===== config.mk =====
export PLATFORM = sky130hd
export DESIGN_NAME = cpu16_seq_ctrl
export DESIGN_NICKNAME = d
export VERILOG_FILES = /design/src/rtl/cpu16_seq_ctrl.sv
export SDC_FILE = /design/constraint.sdc
export NUM_CORES = 1
export LEC_CHECK = 0
export ABC_AREA = 0
export CAP_MARGIN = 40
export CELL_PAD_IN_SITES_DETAIL_PLACEMENT = 0
export CELL_PAD_IN_SITES_GLOBAL_PLACEMENT = 1
export CORE_UTILIZATION = 48
export DETAILED_ROUTE_END_ITERATION = 8
export DONT_BUFFER_PORTS = 1
export GPL_TIMING_DRIVEN = 0
export PLACE_DENSITY_LB_ADDON = 0.1
export SETUP_SLACK_MARGIN = 0.3
export SYNTH_ARGS = -nofsm -noshare
export SYNTH_HDL_FRONTEND = slang
export SYNTH_SLANG_ARGS = --single-unit

===== constraint.sdc =====
create_clock -name CK -period 2.2 [get_ports CK]
set_input_delay 0.22 -clock CK [delete_from_list [all_inputs] [get_ports CK]]
set_output_delay 0.22 -clock CK [all_outputs]
set_load 0.01 [all_outputs]

===== src/rtl/cpu16_seq_ctrl.sv =====
// cpu16_seq_ctrl: multi-cycle fetch/exec/writeback sequencer for the 16-bit CPU.
// Define CPU16_SEQ_HALT_EN to decode opcode 000 with IR[4]=1 as HALT.
module cpu16_seq_ctrl #(
    parameter logic [7:0] RESET_PC = 8'h00
) (
    input  logic        CK,
    input  logic        RST_N,
    input  logic        run,
    output logic        mem_req,
    output logic [7:0]  mem_addr,
    input  logic [7:0]  mem_rdata,
    input  logic        mem_ack,
    output logic [3:0]  rf_ra,
    output logic [3:0]  rf_rb,
    output logic        rf_we,
    input  logic        alu_cout,
    output logic        S_SUB,
    output logic        S_FAS,
    output logic        IsAND,
    output logic        IsOR,
    output logic        IsXOR,
    output logic        IsNOT,
    output logic [7:0]  PC,
    output logic [15:0] IR,
    output logic        C,
    output logic        halted
);

    typedef enum logic [2:0] {
        ST_IDLE,
        ST_FETCH0,
        ST_FETCH1,
        ST_EXEC,
        ST_WB,
        ST_HALT
    } state_e;

    localparam logic [2:0] OP_NOP = 3'b000;
    localparam logic [2:0] OP_SUB = 3'b001;
    localparam logic [2:0] OP_XOR = 3'b010;
    localparam logic [2:0] OP_NOT = 3'b011;
    localparam logic [2:0] OP_MOV = 3'b100;
    localparam logic [2:0] OP_ADD = 3'b101;
    localparam logic [2:0] OP_AND = 3'b110;
    localparam logic [2:0] OP_OR  = 3'b111;

    state_e      state_q;
    logic [7:0]  pc_q;
    logic [7:0]  addr_q;
    logic [15:0] ir_q;
    logic        c_q;
    logic        req_q;
    logic        we_q;
    logic [5:0]  sel_q;

    logic [7:0]  pc_inc_d;
    logic [7:0]  pc_next_d;
    logic        is_arith_d;
    logic        is_halt_d;

    // Select vector order: {S_SUB, S_FAS, IsAND, IsOR, IsXOR, IsNOT}
    function automatic logic [5:0] dec_sel(input logic [2:0] op);
        logic [5:0] s;
        case (op)
            OP_SUB:  s = 6'b110000;
            OP_ADD:  s = 6'b010000;
            OP_AND:  s = 6'b001000;
            OP_OR:   s = 6'b000100;
            OP_XOR:  s = 6'b000010;
            OP_NOT:  s = 6'b000001;
            OP_MOV:  s = 6'b000000;
            default: s = 6'b000000;
        endcase
        return s;
    endfunction

    assign pc_inc_d   = pc_q + 8'd1;
    assign pc_next_d  = pc_q + 8'd2;
    assign is_arith_d = (ir_q[7:5] == OP_ADD) || (ir_q[7:5] == OP_SUB);

`ifdef CPU16_SEQ_HALT_EN
    assign is_halt_d = (ir_q[7:5] == OP_NOP) && ir_q[4];
    assign halted    = (state_q == ST_HALT);
`else
    assign is_halt_d = 1'b0;
    assign halted    = 1'b0;
`endif

    always_ff @(posedge CK or negedge RST_N) begin
        if (!RST_N) begin
            state_q <= ST_IDLE;
            pc_q    <= RESET_PC;
            addr_q  <= RESET_PC;
            ir_q    <= 16'h0000;
            c_q     <= 1'b0;
            req_q   <= 1'b0;
            we_q    <= 1'b0;
            sel_q   <= 6'b000000;
        end else begin
            unique case (state_q)
                ST_IDLE: begin
                    if (run) begin
                        req_q   <= 1'b1;
                        state_q <= ST_FETCH0;
                    end
                end
                ST_FETCH0: begin
                    if (mem_ack) begin
                        ir_q[15:8] <= mem_rdata;
                        addr_q     <= pc_inc_d;
                        state_q    <= ST_FETCH1;
                    end
                end
                ST_FETCH1: begin
                    if (mem_ack) begin
                        ir_q[7:0] <= mem_rdata;
                        addr_q    <= pc_q;
                        req_q     <= 1'b0;
                        sel_q     <= dec_sel(mem_rdata[7:5]);
                        state_q   <= ST_EXEC;
                    end
                end
                ST_EXEC: begin
                    we_q    <= (ir_q[7:5] != OP_NOP);
                    state_q <= ST_WB;
                end
                ST_WB: begin
                    we_q  <= 1'b0;
                    sel_q <= 6'b000000;
                    if (is_arith_d) begin
                        c_q <= alu_cout;
                    end
                    if (is_halt_d) begin
                        state_q <= ST_HALT;
                    end else begin
                        pc_q    <= pc_next_d;
                        addr_q  <= pc_next_d;
                        req_q   <= run;
                        state_q <= run ? ST_FETCH0 : ST_IDLE;
                    end
                end
                ST_HALT: begin
                    state_q <= ST_HALT;
                end
                default: begin
                    state_q <= ST_IDLE;
                end
            endcase
        end
    end

    assign mem_req  = req_q;
    assign mem_addr = addr_q;
    assign rf_ra    = ir_q[11:8];
    assign rf_rb    = ir_q[3:0];
    assign rf_we    = we_q;
    assign S_SUB    = sel_q[5];
    assign S_FAS    = sel_q[4];
    assign IsAND    = sel_q[3];
    assign IsOR     = sel_q[2];
    assign IsXOR    = sel_q[1];
    assign IsNOT    = sel_q[0];
    assign PC       = pc_q;
    assign IR       = ir_q;
    assign C        = c_q;

endmodule


* After elaboration in Yosys (flattened, before gate mapping)
Index checks and enable logic that the tools add are counted.
** Operators by class
- Mux-type cells :: 15
- Eq/ne operators :: 16
- Reductions and logical operators :: 14
- Add/sub/neg operators :: 2
** Operator list (count)
- 6-bit one-hot mux with 6 select lines :: 1
- 8-bit one-hot mux with 3 select lines :: 1
- 3-bit equality test (second input constant) :: 6
- 3-bit one-hot mux with 6 select lines :: 1
- 8-bit 2-to-1 mux :: 2
- 3-bit by 2-bit equality test with 1-bit output (second input constant) :: 4
- 6-bit one-hot mux with 2 select lines :: 1
- 3-bit by 1-bit equality test with 1-bit output (second input constant) :: 3
- 3-bit 2-to-1 mux :: 3
- 3-bit AND reduction :: 3
- 3-bit nonzero test :: 3
- 8-bit by 1-bit adder with 8-bit output (second input constant) :: 1
- 8-bit by 2-bit adder with 8-bit output (second input constant) :: 1
- 2-bit AND reduction :: 4
- 6-bit 2-to-1 mux :: 1
- 2-bit != test (second input constant) :: 3
- 2-bit nonzero test :: 2
- 3-bit logical NOT :: 1
- 1-bit 2-to-1 mux :: 3
- 1-bit one-hot mux with 3 select lines :: 1
- 1-bit one-hot mux with 2 select lines :: 1
- 1-bit logical OR :: 1
** Word-level totals
- Word-level logic and storage cells :: 56
- Register bits :: 44
- Output and inout port bits :: 50

* Longest topological paths before layout
- Depth after elaboration :: 4
- Gate-level depth with buffers :: 5

* Worst setup path after synthesis
Ideal clock, no wire load.
- Path kind :: reg-to-reg
- Start point :: register state_q[2]
- End point :: register ir_q[10], in the netlist IR[10]
- Data required time :: 2.075 ns
- Buffers on the path :: 1
- Stages on the path, launching flop included :: 5
- Clock period less this slack :: 1.613 ns
- Setup slack :: 0.587 ns
- Library setup time :: 0.125 ns
- Arrival :: 1.488 ns
- Path through :: dfrtp_1 > clkbuf_8 > nand2b_4 > nor3b_2 > mux2_2
** Between the ends
- Longest elaborated chain between the ends :: 2
** RTL lines
- start, declared :: line 47 : state_e state_q;
- start signal, assigned :: line 139 : state_q <= run ? ST_FETCH0 : ST_IDLE;
- 3-bit by 1-bit equality test with 1-bit output :: line 100 : unique case (state_q)
- 2-bit AND reduction (no line)
- end signal, assigned :: line 109 : ir_q[15:8] <= mem_rdata;
- end, declared :: line 50 : logic [15:0] ir_q;
No other way between the ends.
A chain may end at the register's enable or synchronous reset.

* Worst setup path in the final report
- Start point :: register state_q[0]
- End point :: register addr_q[3], in the netlist mem_addr[3]
** Between the ends
- Longest elaborated chain between the ends :: 3
** RTL lines
- 3-bit by 1-bit equality test with 1-bit output (tied with other cells) :: line 100
- 2-bit != test (no line) or 3-bit nonzero test (tied branches)
- 3-bit AND reduction (no line)
- end signal, assigned :: line 110 : addr_q <= pc_inc_d;
- end signal, assigned :: line 117 : addr_q <= pc_q;
- end signal, assigned :: line 137 : addr_q <= pc_next_d;
- end, declared :: line 49 : logic [7:0] addr_q;
Parallel ways exist; a longest one is shown, timed or not.

==> results.yml <==
timing:
  drv_slew: 0
  worst_slew_pin_slew_ns: 0.507
  skew_ns: 0.00600
  post-route-period-util_pct: 78.5
  worst_slew_margin_rel_pct: 66.2
  post-route-min-period_ns: 1.73
  rsz0062_at_grt: "false"
  max_freq_mhz: 579
  hold_viol: 0
  whs_ns: 0.0535
  fin_tns_setup_ns: 0
  setup-violations-final: 0
worst_setup_path:
  critPathMaxFanout: 8
  worstPathCellList: "xor2_1, a31o_2, buf_2, mux2_2"
  rr_startpoint: "state_q[0]"
  cp.arrival_ns: 1.91
  reg2reg_slack_ns: 0.47
  reg2reg_depth: 4
  path_delay_family: "flip-flops"
  cp_slowest_stage_delay_ns: 0.43
  crit_buf_inv: 1
  end_kind: "flop"
  crit_type: "reg -> reg"
  critPathLaunch: "state_q[0]"
  critPathRequiredTime_ns: 2.38
  start_kind: "flop"
  r2r-end: "mem_addr[3]"
  cp_slowest_cell: "dfrtp_1"
routing:
  first_pass_iters: 4
  routed_wl_mm: 3.80
  wl_per_cell_um: 17.9
  detail-route-antenna-nets: 0
  drtIter0Drc: 63
  vias_per_cell: 5.75
  vias: 1219
  drc: 0
global_routing:
  overflow: 0
  antenna_found_initial: 0
  use_met3_pct: 8.10
  grtUsageTotal_pct: 19.4
  grt_max_degree: 44
  grt_pass1_vias: 1278
  use_met1_pct: 24.5
  grt.busiest_layer: "met2"
  grt_pass1_wl_mm: 6.15
  grt_util_met2_pct: 29.8
final_layout:
  fill_cells: 320
  diodes: 0
  regArea_mm2: 0.00108
  area_growth_pct: 9.80
  multi_input_area_um2: 769
  drive_gt1_share_pct: 37.8
  final_nets: 177
yosys:
  yosysMostFrequentCell: "dfrtp_1"
  syn_area_mm2: 0.00198
  ys_types: 41
  synthCells: 153
  ys.flop_type: "dfrtp_1"
  yosys-top-cells-area: "dfrtp_1 (54%), mux2_2 (15%), buf_4 (4.2%)"
  yosysTopAreaCell: "dfrtp_1"
  yosysWarnings: 0
  synth-edff-count: 0
  synth_seq_cells: 43
  synth_top_cell_area_share_pct: 54.4
  avgSynthCellArea_um2: 12.9
  synth_common_cells: "dfrtp_1 (43), mux2_2 (27), buf_4 (11)"
  async_reset_ff_share_pct: 100
  ys_seq_area_share_pct: 54.4
power_and_ir_drop:
  p_leak_uw: 0.000963
  p_comb_share_pct: 34.6
  powerDensity_mw_per_mm2: 1460
  ir_drop_mv: 0.773
  p_switching_uw: 1240
  p_int_uw: 1940
  p_seq_share_pct: 49.6
  switching_share_pct: 38.9
  p_clk_share_pct: 15.8
worst_hold_path:
  holdPathStages: 1
  hold_path.class: "in -> reg"
  hp-start: "run"
  min_to: "state_q[0]"
floorplan:
  die-area_mm2: 0.00438
  start_util_pct: 52.1
  rows: 22
  fp.coreArea_mm2: 0.00380
  die_h_um: 66.2
  boundaryPins: 63
  floorplan.die.width_um: 66.2
cts:
  cts-root-buf: "clkbuf_8"
  path_clk_slew_ns: 0.08
  cts_tree: "done"
  ctsLongestPathBuffers: 2
  htree_levels: 2
  clk_latency_ns: 0.30
  cts_made_buffers: 5
  clock-sinks: 43
  cts_setup_buffers: 0
place:
  hpwl_mm: 2.74
  port_buffers: 0
  place_congestion: 0.745
outcome:
  outcome: "completed"
run:
  max_cap_violations: 0
[layout make-up]
| cell class | instances | area share, % |
|---|---|---|
| clock buffer | 5 | 3.17 |
| sequential | 43 | 49.5 |
| multi-input combinational | 90 | 35.4 |
| clock inverter | 3 | 1.15 |
| timing repair buffer | 2 | 1.38 |
| inverter | 4 | 0.691 |
| tap | 48 | 2.76 |
| buffer | 17 | 5.88 |
[kinds of logic after synthesis]
| kind of cell | after synthesis | synth area share, % |
|---|---|---|
| adder cells (fa/ha/maj) | 1 | 0.632 |
| other | 1 | 0.190 |
| buffers and inverters | 21 | 7.21 |
| multiplexers | 28 | 15.9 |
| AO/OA/AOI/OAI | 22 | 8.41 |
| flip-flops | 43 | 54.4 |
| XOR/XNOR | 4 | 1.77 |
| AND/OR/NAND/NOR | 33 | 11.5 |
[power groups by stage]
stage / sequential, uW / clock (uW) / combinational, uW
final: 1580 / 504 / 1100
after global routing: 1630 / 547 / 1220
after detailed placement: 1600 / 0 / 1070
after global placement: 1590 / 0 / 1030
after CTS: 1590 / 520 / 1100
after floorplan: 1510 / 0 / 910
[cell usage in the layout (no fill, tap or decap), drive strengths merged, types with 2 or more instances in the layout]
cell type  Yosys  routed
a21oi          4       4
a311oi         5       5
a31oi          4       4
buf           16      17
clkbuf         1       6
clkinv         0       2
conb           1       2
dfrtp         43      43
inv            4       4
mux2          27      27
nand2          9       9
nand2b         2       2
nand3b         2       2
nor3b          4       4
nor4b          2       2
o31ai          3       3
or4            3       3
xor2           3       3
[what timing repair did]
item,in CTS,in global routing
endpoints found under the hold margin,43,0
hold buffers,2,0
setup endpoints to repair,8,0
gates resized for setup,1,0
[flip-flops by register name (all words and copies together) (netlist names)]
register  flops
sel_q         6
state_q       3
rf_we         1
mem_addr      8
C             1
mem_req       1
IR           16
PC            7
[through the flow]
stage | area [um^2] | utilization, % | std cells | setup slack (ns) | total power, uW
final | 2170 | 57.2 | 212 | 0.474 | 3180
after global routing | 2170 | 57.2 | 212 | 0.372 | 3400
after CTS | 2170 | 57.2 | 212 | 0.459 | 3210
after detailed placement | 2040 | 53.8 | 202 | 0.275 | 2670
after global placement | 2040 | 53.8 | 202 | 0.294 | 2620
after floorplan | 1980 | - | 154 | 0.587 | 2420
[worst max path at each step]
| stage | slack (ns) | cells after the start | end |
|---|---|---|---|
| 6_report | 0.47 | 4 | mem_addr[3] |
| 5_1_grt | 0.37 | 4 | mem_addr[2] |
| 4_1_cts | 0.46 | 4 | IR[12] |
| 3_5_place_dp | 0.27 | 4 | IR[12] |
| 3_3_place_gp | 0.29 | 4 | IR[14] |
| 2_1_floorplan | 0.59 | 4 | IR[10] |
[layer usage]
metal / part of all wire (%) / vias to the layer above
met1: 42 / 596
met5: 0 / -
met4: 1.5 / 0
met3: 8.6 / 6
met2: 48 / 55
li1: - / 562
No activity file was read; power rests on OpenSTA's default activity.
